===== config.mk =====
export PLATFORM = sky130hd
export DESIGN_NAME = pipeline_stall_controller
export DESIGN_NICKNAME = d
export VERILOG_FILES = /design/src/rtl/pipeline_stall_controller.sv
export SDC_FILE = /design/constraint.sdc
export NUM_CORES = 1
export LEC_CHECK = 0
export CAP_MARGIN = 20
export CORE_ASPECT_RATIO = 1.1
export CORE_MARGIN = 1.5
export CORE_UTILIZATION = 45
export CTS_CLUSTER_DIAMETER = 40
export DETAILED_ROUTE_END_ITERATION = 10
export DONT_BUFFER_PORTS = 1
export SYNTH_ARGS = -nofsm -noshare
export SYNTH_HDL_FRONTEND = slang
export SYNTH_SLANG_ARGS = --single-unit
export TNS_END_PERCENT = 10

===== constraint.sdc =====
create_clock -name clk -period 5.6 [get_ports clk]
set_clock_uncertainty 0.2 [all_clocks]
set_input_delay 0.84 -clock clk [delete_from_list [all_inputs] [get_ports clk]]
set_output_delay 0.84 -clock clk [all_outputs]
set_load 0.1 [all_outputs]

===== src/rtl/pipeline_stall_controller.sv =====
// pipeline_stall_controller
//   Central pipeline control for the 5-stage RISC-V core. It merges three
//   hazard sources into one consistent set of pipeline-register enables and
//   flush/bubble controls:
//     - load-use hazards,
//     - taken-branch flushes,
//     - multi-cycle mul/div occupancy of EX.
//   A two-state FSM (RUN / MD_WAIT) with a down-counter sequences the
//   mul/div hold. Everything else is decided combinationally in the same
//   cycle.
//
// Optional feature macro: PIPE_STALL_CNT_EN
//   defined   : stall_count counts cycles with pc_write=0 (wraps at 2^32).
//   undefined : no counter register; stall_count is tied to 0.
//
// Parameters
//   MD_CYCLES : total EX occupancy of a mul/div instruction (1..16).
//   CNT_W     : occupancy counter width; must hold MD_CYCLES-2.
//
// Ports
//   clk, rst        : clock, synchronous active-high reset
//   id_ex_memread   : instruction in EX is a load
//   id_ex_rd        : destination register of the instruction in EX
//   if_id_rs1/rs2   : source registers of the instruction in ID
//   ex_branch_taken : branch/jump in EX resolved taken
//   ex_md_start     : mul/div instruction entered EX this cycle
//   pc_write, if_id_write, id_ex_write       : register load enables
//   if_id_flush, id_ex_flush, ex_mem_bubble  : flush / NOP-insert controls
//   md_busy         : high while the FSM is in MD_WAIT
//   stall_count     : number of cycles with pc_write=0
module pipeline_stall_controller #(
  parameter int MD_CYCLES = 4,
  parameter int CNT_W     = 4
) (
  input  logic        clk,
  input  logic        rst,
  input  logic        id_ex_memread,
  input  logic [4:0]  id_ex_rd,
  input  logic [4:0]  if_id_rs1,
  input  logic [4:0]  if_id_rs2,
  input  logic        ex_branch_taken,
  input  logic        ex_md_start,
  output logic        pc_write,
  output logic        if_id_write,
  output logic        id_ex_write,
  output logic        if_id_flush,
  output logic        id_ex_flush,
  output logic        ex_mem_bubble,
  output logic        md_busy,
  output logic [31:0] stall_count
);

  typedef enum logic {
    RUN     = 1'b0,
    MD_WAIT = 1'b1
  } state_t;

  // A single-cycle mul/div needs no hold, so the start pulse is ignored.
  localparam bit MD_EN   = (MD_CYCLES >= 2);
  localparam int MD_LOAD = MD_EN ? (MD_CYCLES - 2) : 0;

  state_t           state_q, state_d;
  logic [CNT_W-1:0] cnt_q, cnt_d;
  logic             lu;

  // x0 is never a real dependency, so a load to x0 never stalls.
  assign lu = id_ex_memread && (id_ex_rd != 5'd0) &&
              ((id_ex_rd == if_id_rs1) || (id_ex_rd == if_id_rs2));

  always_comb begin
    pc_write      = 1'b1;
    if_id_write   = 1'b1;
    id_ex_write   = 1'b1;
    if_id_flush   = 1'b0;
    id_ex_flush   = 1'b0;
    ex_mem_bubble = 1'b0;
    state_d       = state_q;
    cnt_d         = cnt_q;

    if (rst) begin
      // Hold the pipe frozen and filled with NOPs while in reset.
      pc_write      = 1'b0;
      if_id_write   = 1'b0;
      id_ex_write   = 1'b0;
      if_id_flush   = 1'b1;
      id_ex_flush   = 1'b1;
      ex_mem_bubble = 1'b1;
      state_d       = RUN;
      cnt_d         = '0;
    end else if (state_q == MD_WAIT && cnt_q != '0) begin
      // Mul/div still occupying EX: freeze everything upstream and keep
      // feeding NOPs into EX/MEM. All other requests wait.
      pc_write      = 1'b0;
      if_id_write   = 1'b0;
      id_ex_write   = 1'b0;
      ex_mem_bubble = 1'b1;
      cnt_d         = cnt_q - CNT_W'(1);
    end else begin
      // RUN, or the last MD_WAIT cycle (result leaves EX this cycle). The
      // last MD_WAIT cycle behaves like RUN without accepting a new start.
      if (state_q == MD_WAIT) begin
        state_d = RUN;
      end
      if (ex_branch_taken) begin
        if_id_flush = 1'b1;
        id_ex_flush = 1'b1;
      end else if (MD_EN && state_q == RUN && ex_md_start) begin
        pc_write      = 1'b0;
        if_id_write   = 1'b0;
        id_ex_write   = 1'b0;
        ex_mem_bubble = 1'b1;
        state_d       = MD_WAIT;
        cnt_d         = CNT_W'(MD_LOAD);
      end else if (lu) begin
        // One-cycle bubble: hold PC and IF/ID, insert NOP into ID/EX.
        pc_write    = 1'b0;
        if_id_write = 1'b0;
        id_ex_flush = 1'b1;
      end
    end
  end

  always_ff @(posedge clk) begin
    if (rst) begin
      state_q <= RUN;
      cnt_q   <= '0;
    end else begin
      state_q <= state_d;
      cnt_q   <= cnt_d;
    end
  end

  // state_q is a flop, so md_busy is a registered output.
  assign md_busy = (state_q == MD_WAIT);

`ifdef PIPE_STALL_CNT_EN
  logic [31:0] stall_cnt_q;

  always_ff @(posedge clk) begin
    if (rst) begin
      stall_cnt_q <= '0;
    end else if (!pc_write) begin
      stall_cnt_q <= stall_cnt_q + 32'd1;
    end
  end

  assign stall_count = stall_cnt_q;
`else
  assign stall_count = 32'd0;
`endif

endmodule


* Word level (Yosys, flattened, before mapping) *
Index checks and enable logic that the tools add are counted.

storage, ports and cells
  bits in registers = 5
  bits in writable memories = 0
  bits of input ports = 20
  latch bits = 0
  logic and storage cells = 40
  output and inout port bits = 39
  memories = 0
  ROM bits = 0

operators by class
  bitwise logic cells = 1
  equality and inequality tests = 3
  muxes and demuxes = 24
  add/sub/neg operators = 1
  divide/modulo/power cells = 0
  reduce and logical (&&, ||, !) cells = 9
  multiply operators = 0
  shift operators = 0
  order comparisons = 0

operators with widths
  kind                                                                 count
  1-bit 2-to-1 mux                                                     21
  4-bit 2-to-1 mux                                                     3
  5-bit equality test                                                  2
  5-bit nonzero test                                                   1
  1-bit logical AND                                                    4
  4-bit nonzero test                                                   1
  4-bit by 1-bit subtractor with 4-bit output (second input constant)  1
  2-bit by 1-bit != test with 1-bit output (second input constant)     1
  2-bit AND reduction                                                  1
  2-bit nonzero test                                                   1
  1-bit logical OR                                                     1
  1-bit inverter                                                       1

* Logic depth before layout (Yosys ltp) *
Gate-level depths: netlist of run 1.

  depth in word-level cells = 8
  depth in mapped cells = 8
  depth with buffers taken out = 6

* Least setup slack after synthesis of run 1 *
Ideal clock, no wire load.

  kind = flip-flop to output port
  start = reg state_q (netlist: md_busy)
  end = out pc_write
  stages on the path, launching flop included = 6
  arrival time = 4.384 ns
  required time = 4.560 ns
  path buffers = 1
  slack = 0.176 ns
  path through = dfxtp_1 -> nor3b_1 -> a21oi_2 -> nand2b_1 -> a31oi_1 -> buf_4

between the ends
  word-level cells in the longest chain between the ends = 6
  elaborated cells between the ends (all ways) = 7
  those cells by class = mux: 4; bitwise: 1; reduce/logical: 2

ends and longest elaborated chain
  what                                RTL line  source
  from (decl)                         62        state_t state_q, state_d;
  from (signal assigned)              128       state_q <= state_d;
  1-bit inverter                      107       end else if (MD_EN && state_q == RUN && ex_md_start) begin
  1-bit logical AND                   107
  1-bit 2-to-1 mux (2 in series)      -
  1-bit 2-to-1 mux (*) (2 in series)  -
  to (decl)                           43        output logic pc_write,

Every way passes the cells marked *; elsewhere a longest branch is shown, timed or not.

* Worst setup path in the final report of run 1 *
  start = reg cnt_q[0]
  end = out id_ex_write

between the ends
  word-level cells in the longest chain between the ends = 4

ends and longest elaborated chain
  what                    RTL line  source
  from (decl)             63        logic [CNT_W-1:0] cnt_q, cnt_d;
  from (signal assigned)  129       cnt_q <= cnt_d;
  4-bit nonzero test      90        end else if (state_q == MD_WAIT && cnt_q != '0) begin
  1-bit logical AND       90
  1-bit 2-to-1 mux        90
  1-bit 2-to-1 mux        80        if (rst) begin
  to (decl)               45        output logic id_ex_write,

No other way between the ends.

==> results of run 1 <==
-- kinds of logic (layout without fill, tap and decap cells) --
family	count (synthesis)	in the layout
flops	5	5
xor+xnor	10	10
other cells	1	32
fa+ha+maj	2	2
mux	1	1
buf+inv	37	9
compound gates	11	11
simple gates	18	18
-- layout by cell type (no fill, tap or decap) --
cell                        n
sky130_fd_sc_hd__conb_1    32
sky130_fd_sc_hd__xnor2_1   10
sky130_fd_sc_hd__dfxtp_1    5
sky130_fd_sc_hd__inv_1      3
sky130_fd_sc_hd__nand2b_1   3
sky130_fd_sc_hd__a21oi_1    3
sky130_fd_sc_hd__clkbuf_4   3
sky130_fd_sc_hd__nand3_1    2
sky130_fd_sc_hd__nand2_1    2
sky130_fd_sc_hd__nor2b_1    2
sky130_fd_sc_hd__nor2_1     2
sky130_fd_sc_hd__ha_1       2
sky130_fd_sc_hd__buf_4      2
sky130_fd_sc_hd__or3b_1     1
sky130_fd_sc_hd__nor3b_1    1
sky130_fd_sc_hd__a21oi_2    1
sky130_fd_sc_hd__o22ai_1    1
sky130_fd_sc_hd__or4_1      1
sky130_fd_sc_hd__o21a_1     1
sky130_fd_sc_hd__and2_1     1
sky130_fd_sc_hd__a311o_1    1
sky130_fd_sc_hd__a31oi_4    1
sky130_fd_sc_hd__a221oi_1   1
sky130_fd_sc_hd__or3_1      1
sky130_fd_sc_hd__nor3_1     1
sky130_fd_sc_hd__a211oi_1   1
sky130_fd_sc_hd__mux2i_1    1
sky130_fd_sc_hd__o21ai_0    1
sky130_fd_sc_hd__nand3b_1   1
sky130_fd_sc_hd__clkbuf_1   1
-- sequential cells by signal, indices dropped and copies added (netlist names) --
name	count
cnt_q	4
md_busy	1
-- metal layers --
layer  GRT usage  share of wire
met5           0              0
met4      0.0414              0
met3      0.0667          0.098
met2       0.230           0.53
met1       0.110           0.37
-- final cells by class --
cell class,count,share of cell area
tap,16,0.0328
timing repair buffer,2,0.0246
clock buffer,4,0.0430
sequential,5,0.164
multi-input combinational,74,0.717
inverter,3,0.0184
-- metrics by stage --
stage          setup WS [ns]  total power, uW  std cells
2_1_floorplan          0.176              198        116
3_3_place_gp            1.72              186        100
3_5_place_dp            1.70              186        100
4_1_cts                 1.46              229        104
5_1_grt                 1.34              238        104
6_report                1.46              227        104
-- power by group through the flow --
stage	Combinational (uW)	Sequential [uW]	Clock (uW)
final	147	38.7	40.7
after global routing	152	38.9	47.0
after CTS	147	38.7	42.6
after detailed placement	147	39.3	0
after global placement	146	39.4	0
after floorplan	156	42.3	0
-- worst max-delay path, delay by kind of cell (launching register included) --
kind,cells,cell delay [ns]
AO/OA/AOI/OAI,1,0.31
AND/OR/NAND/NOR,2,1.07
buffers and inverters,2,1.01
adder cells (fa/ha/maj),1,0.13
flip-flops,1,0.33
-- worst min-delay path by stage --
stage / to
finish: cnt_q[3]
global route: cnt_q[3]
CTS: cnt_q[3]
detailed placement: cnt_q[3]
global placement: cnt_q[3]
floorplan: cnt_q[3]
==> reports/summary.md, run 1 <==
The die covers 1730 sq um. Subtracting the final worst setup slack from the clock period gives 4.14 ns. The biggest area consumer among synthesized cells is sky130_fd_sc_hd__buf_4. Average routed wire per standard cell: 9.90 microns.

sky130_fd_sc_hd__buf_4 is the most common cell in the netlist. Remaining number of nets flagged by the antenna check after routing: 0. The core region is 1380 sq um. The number of cell rows is 14, and the final-stage net count is 111. The worst register-to-register path begins at cnt_q[0]. The switching portion of total power is 0.655, and the critical path arrival is 3.10 ns.

The repair_antennas step left the layout with diodes totalling 0. The sequential cell area fraction in the yosys report was 0.149. The hold path startpoint was cnt_q[3].

The logs give 0.171 for the sequential share of power and 242 MHz for the timing-limited maximum frequency. Kind of path behind the tightest hold check: flip-flop to flip-flop. Final hold analysis gives a worst-case slack of 0.270 ns. After synthesis the cells add up to 671 sq um. The first detailed-routing pass ran for 2 iterations. The run gives 0.441 as the share of the core filled with cells.

The number of different library cells used by synthesis comes to 29. The fraction of the mapped netlist area in compound gates is 0.112, and the share of cell area taken by muxes after synthesis is 0.0149. The share of flip-flops with an asynchronous set or reset after synthesis came out at 0. The mean cell area of the mapped netlist works out to 7.89 sq um. Across the VDD grid, the largest voltage drop is 0.147 mV. In this run the power density over the cells is 371 nW/um^2. Clock tree synthesis found a total of 5 sinks.

The synthesized-area fraction occupied by adder cells was 0.0373; the leakage component of the power was 0.000273 uW. In the routed design, unresolved DRC markers number 0. The critical path is of the flip-flop to primary output type. The Yosys step of the flow raised 0 warnings. The run gives 1 as the H-tree level count. The HPWL after detailed placement is 885 microns, and the area share of xor/xnor cells in the synthesized design is 0.131.

The initial antenna violation count is 0. Basic-gate share of the synthesized area counting and, or, nand and nor cells: 0.157. Dividing the detail-routed via count by the number of cells gives 4.55. Wires add up to 1.03 mm.

The reg2reg setup slack is 3.77 ns, and the x dimension of the die is 39.8 microns. The cell at the root of the clock tree is sky130_fd_sc_hd__clkbuf_4. In this run the worst path has a maximum fanout of 7. The number of pins exceeding their max-slew limit in the final report came out at 0. First-pass GRT wire length: 1.46 mm. The tools report the worst setup path startpoint as cnt_q[0].

59 I/O pins were placed. The tools report the clock insertion delay at the later pin of the skew report as 0.24 ns. Once placement finished, the instance area stood at 584 sq um. Entering global routing, the biggest net connects 9 pins.

Global routing finished with a remaining overflow of 0. Registers take 100 sq um. Number of cells on the worst hold path: 1. In this run the post-CTS setup repair buffer count came out at 0.

Routability-driven placement finished with a final weighted congestion of 0.766. The global routing usage summed across all routing layers was 0.125; the largest incremental delay on the critical path was 0.93 ns. TritonCTS created 3 clock buffers.

The ratio of final minimum period to clock period is 0.739. The share of the synthesized area in the top cell type is 0.369. The starting density of the core is 0.485. After routing the design area is 611 sq um.

The main combinational cell family by area after synthesis is buffers and inverters. Clock-pin slew was measured on the worst setup and hold paths at 0.04 ns. End point of the critical path: id_ex_write. Setup repair after global routing left no endpoint under its margin.

Cell with the largest stage delay on the worst path: sky130_fd_sc_hd__inv_1. Detailed routing inserted a total of 473 vias. The tools report the relative slew slack as 0.232. The most numerous cell type found on the critical path is sky130_fd_sc_hd__inv_1. Die boundary height: 43.5 microns. The worst setup path is launched from a flip-flop.

Yosys mapped a number of flops with a built-in enable equal to 0. The post-cts repair resize count is 0. STA puts the critical path data required time at 4.56 ns.

The run gives 0.179 as the share of total power in the clock network. The max-cap violation count is 0. TritonCTS built the clock tree.

The logs give 397 for the number of global-route vias before repair and 78.3 uW for the internal portion of total power. Traced cell by cell, the critical path runs through inv_1 > ha_1 > or3b_1 > a21oi_2 > nand2b_1 > inv_1. The tools report the destination of the worst register-to-register timing path as cnt_q[3].

Setup violations remaining at the end of the flow were counted as 0. The leading register cell type out of synthesis was sky130_fd_sc_hd__dfxtp_1. Summing all multi-input logic gate instances after layout gives 438 sq um. For the pin with the worst max-slew slack, the measured transition is 1.15 ns.

The area added between synthesis and finish is -8.96%. The run gives 2 as the maximum buffer depth of the clock tree. The switching power is 148 uW, and the synthesized instance count is 85. The detailed router finished its first iteration with 7 violations. The layout cell share with drive strength beyond 1 works out to 0.0795. The worst reg-to-reg path cell count is 6. The flow ran to the end, and the final reports show no timing, DRC or antenna violations.

The run gives 0 as the hold buffer count at cts. The commonest cells after synthesis are sky130_fd_sc_hd__buf_4, sky130_fd_sc_hd__xnor2_1, sky130_fd_sc_hd__dfxtp_1. The total of fill cells in the finished design was 142; the hold violation total from the final report was 0.

After routing, the total negative slack on setup checks comes to 0 ns. The combinational share of power came out at 0.650. The quantity of I/O buffers inserted on ports works out to 0. The tools report the category of the worst setup path capture point as a primary output.

Synthesis inferred 5 register bits. After synthesis, the cell types taking the most area are sky130_fd_sc_hd__buf_4, sky130_fd_sc_hd__dfxtp_1, sky130_fd_sc_hd__xnor2_1, sky130_fd_sc_hd__ha_1, sky130_fd_sc_hd__nand2b_1.
(Power assumes the default switching activity.)
==> run 2, diff against run 1 <==
Clock period 5.6 ns to 4.25 ns, I/O delays scaled along.
==> run 2 against run 1 <==
Compared with the run above:
- hold slack got worse by 0.014 ns
- via count increased by 0.63%
- register-to-register slack got worse by 1.3 ns
- flip-flop and latch count is the same
- utilization grew 2.5 points
- clock-buffer cell count unchanged
- sequential share of layout area shrank 0.89 points
- power up 36%
- final area is 5.7% higher
- critical path type unchanged
- largest power group unchanged
- highest routed layer unchanged
==> reports/summary.md, run 2 (synthesis gave the netlist of run 1 again) <==
The max-cap violation count came out at 0. Number of cell rows: 14. The top routing layer in use is met3. The ratio of final minimum period to clock period was 0.754. TritonCTS built the clock tree.

The run gives 0.467 as the share of the core filled with cells. The run gives 0 as the hold buffer count at cts. The sequential share of power was 0.167; the maximum vdd ir drop was 0.194 mV. For the pin with the worst max-slew slack, the measured transition is 1.01 ns.

The number of setup buffers added after CTS is 0. Combinational share of power: 0.650. Routability-driven placement finished with a final weighted congestion of 0.668. Starting density of the core: 0.485.

The flow ran to the end, and the final reports show no timing, DRC or antenna violations. Internal portion of total power: 108 uW. Measured along the y axis, the die boundary spans 43.5 microns. The worst setup path is captured at a primary output. For the finished layout, the period the worst path requires is 3.21 ns. The register with the most flip-flops in the layout has 4 of them. The x dimension of the die works out to 39.8 microns. The initial antenna violation count was 0; the area of the placeable core was 1380 sq um. The clock slew seen by the registers of the worst setup and hold paths came out at 0.05 ns. For this design the ratio of total power to cell area is 476 nW/um^2. Register with the highest flop count: cnt_q. The highest net fanout along the worst path came out at 7. The tools report the first-pass GRT wire length as 1.48 mm. Setup repair after global routing left no endpoint under its margin. For this design the top-level I/O count stands at 59.

Counting along the longest clock path gives a buffer depth of 2. Timing would allow up to 312 MHz. The post-layout worst setup margin was 1.04 ns.

Entering global routing, the biggest net connects 9 pins. The tools report the total of fill cells in the finished design as 164. The final-report setup violation count was 0.

The count of inserted antenna diode cells is 0, and the share of total power in the clock network is 0.183. For this block, wires on met1 add up to 359 microns. Data on the critical path is required at its endpoint by 3.41 ns. In the routed design, unresolved DRC markers number 0.

Leaving out fill and tap cells, the most frequent cells in the layout are sky130_fd_sc_hd__conb_1, sky130_fd_sc_hd__xnor2_1, sky130_fd_sc_hd__dfxtp_1. The analysis attributes to cell leakage a power of 0.000291 uW. Cell at the root of the clock tree: sky130_fd_sc_hd__clkbuf_4. After global routing the overflow that remains totals 0. The quantity of I/O buffers inserted on ports works out to 0. The logs give 0.123 for the global routing usage summed across all routing layers and 2 for the number of detailed-route iterations in the first pass. The start-to-end type of the worst setup path was flip-flop to primary output.

Number of vias per cell: 4.45. The commonest non-fill, non-tap cell in the layout is sky130_fd_sc_hd__conb_1. For the worst setup path, the data arrival time is 2.37 ns.

The post-cts repair resize count came out at 0. For the total via count in the routed design, the log shows 476. For the minimum setup slack after placement, the log shows 1.30 ns. In the final routed layout, each cell accounts on average for 9.85 microns. Buffers inserted during clock tree synthesis total 3. The area added between synthesis and finish was -3.73%; the starting DRC count in detailed routing was 6.

Number of clock sinks: 5. The final-stage net count is 114, and the layout cell share with drive strength beyond 1 is 0.110. The worst setup path is launched from a flip-flop. The path class of the tightest hold or removal check is primary input to flip-flop. Switching power: 199 uW. In the detailed route, the total length drawn on met3 is 119 microns. The number of pins exceeding their max-slew limit in the final report was 0; the HPWL after detailed placement was 910 microns. The met2 wire length was 575 microns.

The number of global-route vias before repair was 388; the H-tree level count was 1. For the die area, the log shows 1730 sq um. In this run the remaining antenna-violating nets after routing total 0. The relative slew slack is 0.331. The clock reaches the later pin of the worst-skew pair after 0.24 ns. Switching portion of total power: 0.648.

After detailed routing, the total wire length is 1.05 mm. The hold violation total from the final report was 0; the final setup TNS was 0 ns.
-- run 2: changes by cell type in the layout (fill, tap and decap cells not counted), sizes merged --
cell  change
buf       +3
-- run 2: final cells by class --
class / instances / area, sq um / area share
multi-input cells: 74 / 438 / 0.678
flip-flops and latches: 5 / 100 / 0.155
clock buffers: 4 / 26.3 / 0.0407
well taps: 16 / 20.0 / 0.0310
repair buffers: 5 / 50.0 / 0.0775
inverters: 3 / 11.3 / 0.0174
-- run 2: critical path, cell delays in order, from the launching register on --
cell and delay (ns):
sky130_fd_sc_hd__dfxtp_1 0.33, sky130_fd_sc_hd__inv_1 0.09, sky130_fd_sc_hd__ha_1 0.13, sky130_fd_sc_hd__or3b_1 0.37, sky130_fd_sc_hd__and2_1 0.25, sky130_fd_sc_hd__nand2b_1 0.22, sky130_fd_sc_hd__nand2b_1 0.73
-- run 2: final timing paths --
check,from,end,slack [ns],depth (start not counted)
hold / removal,rst,cnt_q[2],0.26,1
hold reg to reg,cnt_q[3],cnt_q[3],0.27,1
setup / recovery,cnt_q[0],if_id_flush,1.04,6
setup reg to reg,cnt_q[0],cnt_q[3],2.43,6
-- run 2: metal layers --
metal	up-vias	track usage
met5	-	0
met4	0	0.0207
met3	0	0.0462
met2	37	0.233
met1	214	0.123
li1	225	-
-- run 2: power groups by stage --
stage	registers [uW]	clock network (uW)	logic, uW
2_1_floorplan	55.8	0	208
3_3_place_gp	52.3	0	198
3_5_place_dp	52.3	0	200
4_1_cts	51.5	58.0	200
5_1_grt	52.0	60.3	206
6_report	51.5	56.3	200
-- run 2: metrics by stage --
stage               hold WS (ns)  total power (uW)  area, sq um  instances
global placement           0.257               251          619        103
finish                     0.256               308          646        107
floorplan                  0.226               263          802        116
global route               0.242               319          646        107
CTS                        0.247               309          646        107
detailed placement         0.265               252          619        103
==> run 3, diff against run 2 <==
Clock period 4.25 ns to 2.6 ns, I/O delays scaled along.
==> run 3 against run 2 <==
Compared with the run above:
- sequential power up 66%
- first-iteration DRC count down 33%
- clock-buffer cell count unchanged
- power up 74%
- setup slack worse by 0.99 ns
- critical path type unchanged
- critical endpoint is now if_id_write
==> reports/summary.md, run 3 (synthesis gave the netlist of run 1 again) <==
The run finished with clean final reports. Switching portion of total power: 0.622. The global routing usage summed across all routing layers was 0.112; the switching power was 333 uW. Power spread over the standard cell area amounts to 698 nW/um^2. For this run, the slowest stage of the critical path takes 0.41 ns. STA puts the critical path data required time at 2.01 ns. The critical path goes through inv_2 > ha_1 > or3b_4 > and2_4 > nand2b_4 > a31oi_4 > buf_12.

The logs give 371 for the number of global-route vias before repair and 0.160 for the sequential share of power. For the number of clock sinks, the log shows 5. The internal portion of the total power is 202 uW. Compared with the post-synthesis result, the final layout area differs by 14.2%. The tools report the hold path startpoint as rst. The die is 43.5 microns tall. The number of cells on the critical path is 7, and the H-tree level count is 1. The first-pass GRT wire length came out at 1.35 mm. Across the VDD grid, the largest voltage drop is 0.328 mV. The analysis attributes to cell leakage a power of 0.000343 uW. TritonCTS built the clock tree.

Setup violations remaining at the end of the flow were counted as 0. Measured along the x axis, the die boundary spans 39.8 microns. For the starting DRC count in detailed routing, the log shows 4. The pre-antenna-repair detailed-routing pass consisted of 3 iterations. The count of inserted antenna diode cells was 0; the worst hold margin was 0.00238 ns. Leaving out fill and tap cells, the most frequent cell in the layout is sky130_fd_sc_hd__conb_1.

The number of cells on the worst hold path came out at 1. The run gives 105 as the cell count after placement. The quantity of I/O buffers inserted on ports was 0. The hold violation total from the final report is 0, and the area of the placeable core is 1380 sq um. Data arrives at the worst endpoint at 1.95 ns. HPWL after detailed placement: 938 microns. The family with the most delay on the worst path was simple AND/OR/NAND/NOR gates. The start-to-end type of the worst setup path was flip-flop to primary output. The ratio of final minimum period to clock period is 0.978.

The source of the worst register-to-register timing path was cnt_q[0]. The number of remaining DRC errors came out at 0. Kind of path behind the tightest hold check: primary input to flip-flop.

The run gives 0.644 as the routability-driven placement congestion ratio. The die covers 1730 sq um. The buffer and inverter count on the worst path came out at 2. STA classifies the critical path startpoint as a flip-flop. The top cell types in the final layout, fill and taps aside, are sky130_fd_sc_hd__conb_1, sky130_fd_sc_hd__xnor2_1, sky130_fd_sc_hd__buf_12. Of all nets on the critical path, the largest fanout is 7.

The combinational share of power came out at 0.670. Cell with the largest stage delay on the worst path: sky130_fd_sc_hd__or3b_4. Final-stage net count: 119. Destination of the worst register-to-register timing path: cnt_q[3].

The flip-flop count of the largest register, all copies and words added was 4. Clock-pin slew was measured on the worst setup and hold paths at 0.05 ns. The worst hold path terminates at md_busy.

The number of pins exceeding their max-slew limit in the final report is 0, and the reg2reg setup slack is 0.74 ns. The share of total power in the clock network was 0.170. Entering global routing, the biggest net connects 9 pins. The total overflow left after global routing is 0. The initial antenna violation count was 0; the worst reg-to-reg path cell count was 7.

Clock tree synthesis inserted a total of 3 buffers. The run gives 0 as the max-cap violation count. The tools report the category of the worst setup path capture point as a primary output. The run gives 59 as the number of I/O pins. For the worst-skew pair, the clock arrives at the later sink with an insertion delay of 0.25 ns. CTS placed an instance of sky130_fd_sc_hd__clkbuf_4 at the clock tree root. The timing-limited maximum frequency was 393 MHz.

The total via count in the routed design came out at 501. The remaining number of nets flagged by the antenna check after routing was 0; the filler-free cell count of the finished design was 112. The layout cell share with drive strength beyond 1 was 0.229. In the routed layout, each cell is associated on average with a via count of 4.47.

Counting I/O delays and the setup requirement, the final critical path takes 2.54 ns. More flip-flops sit in one register than any other, and that register is cnt_q. Dividing the detail-routed wire length by the instance count gives 9.84 microns. The maximum buffer depth of the clock tree came out at 2. The starting density of the core came out at 0.485.

The overall routed net length came out at 1.10 mm. The number of cell rows came out at 14.
## run 3: changes by cell type in the layout (fill, tap and decap cells not counted), sizes merged
| cell | before | now |
|---|---|---|
| buf | 5 | 9 |
| dlygate4sd3 | 0 | 1 |
## run 3: through the flow
step | worst slack, ns | instance area, sq um | power, uW | util | TNS, ns
3_3_place_gp | 0.238 | 704 | 435 | 0.509 | 0
4_1_cts | 0.0347 | 741 | 531 | 0.535 | 0
5_1_grt | -0.0110 | 766 | 551 | 0.553 | -0.0194
3_5_place_dp | 0.206 | 704 | 437 | 0.509 | 0
2_1_floorplan | -0.299 | 835 | 442 | - | -0.476
6_report | 0.0568 | 766 | 534 | 0.553 | 0
## run 3: repair_timing
item,in CTS,in global routing
gates cloned,0,0
setup buffers,0,2
gates resized for setup,3,0
setup endpoints to repair,2,2
pin swaps,1,2
endpoints found under the hold margin,0,1
hold buffers,0,1
## run 3: how the worst max path moves through the flow
stage / startpoint / endpoint
2_1_floorplan: cnt_q[0] / pc_write
5_1_grt: cnt_q[0] / if_id_write
3_3_place_gp: cnt_q[0] / pc_write
3_5_place_dp: cnt_q[0] / if_id_write
6_report: cnt_q[0] / if_id_write
4_1_cts: cnt_q[0] / if_id_write
## run 3: cell type report
| class | instances | area, sq um |
|---|---|---|
| inverters | 3 | 11.3 |
| well taps | 16 | 20.0 |
| multi-input cells | 74 | 465 |
| fillers | 145 | 618 |
| repair buffers | 10 | 140 |
| clock buffers | 4 | 26.3 |
| flip-flops and latches | 5 | 103 |
## run 3: power by group through the flow
stage / Sequential, uW / Clock [uW] / Combinational, uW
after floorplan: 92.3 / 0 / 350
after global placement: 86.4 / 0 / 348
after detailed placement: 86.8 / 0 / 351
after CTS: 85.5 / 92.9 / 353
after global routing: 85.8 / 95.9 / 369
final: 85.5 / 90.7 / 358
## run 3: metal layers
layer / global-route usage / part of all wire / up-vias
met5: 0 / 0 / -
met4: 0.0207 / 0 / 0
met3: 0.0462 / 0.099 / 0
met2: 0.213 / 0.58 / 35
met1: 0.108 / 0.32 / 230
li1: - / - / 236
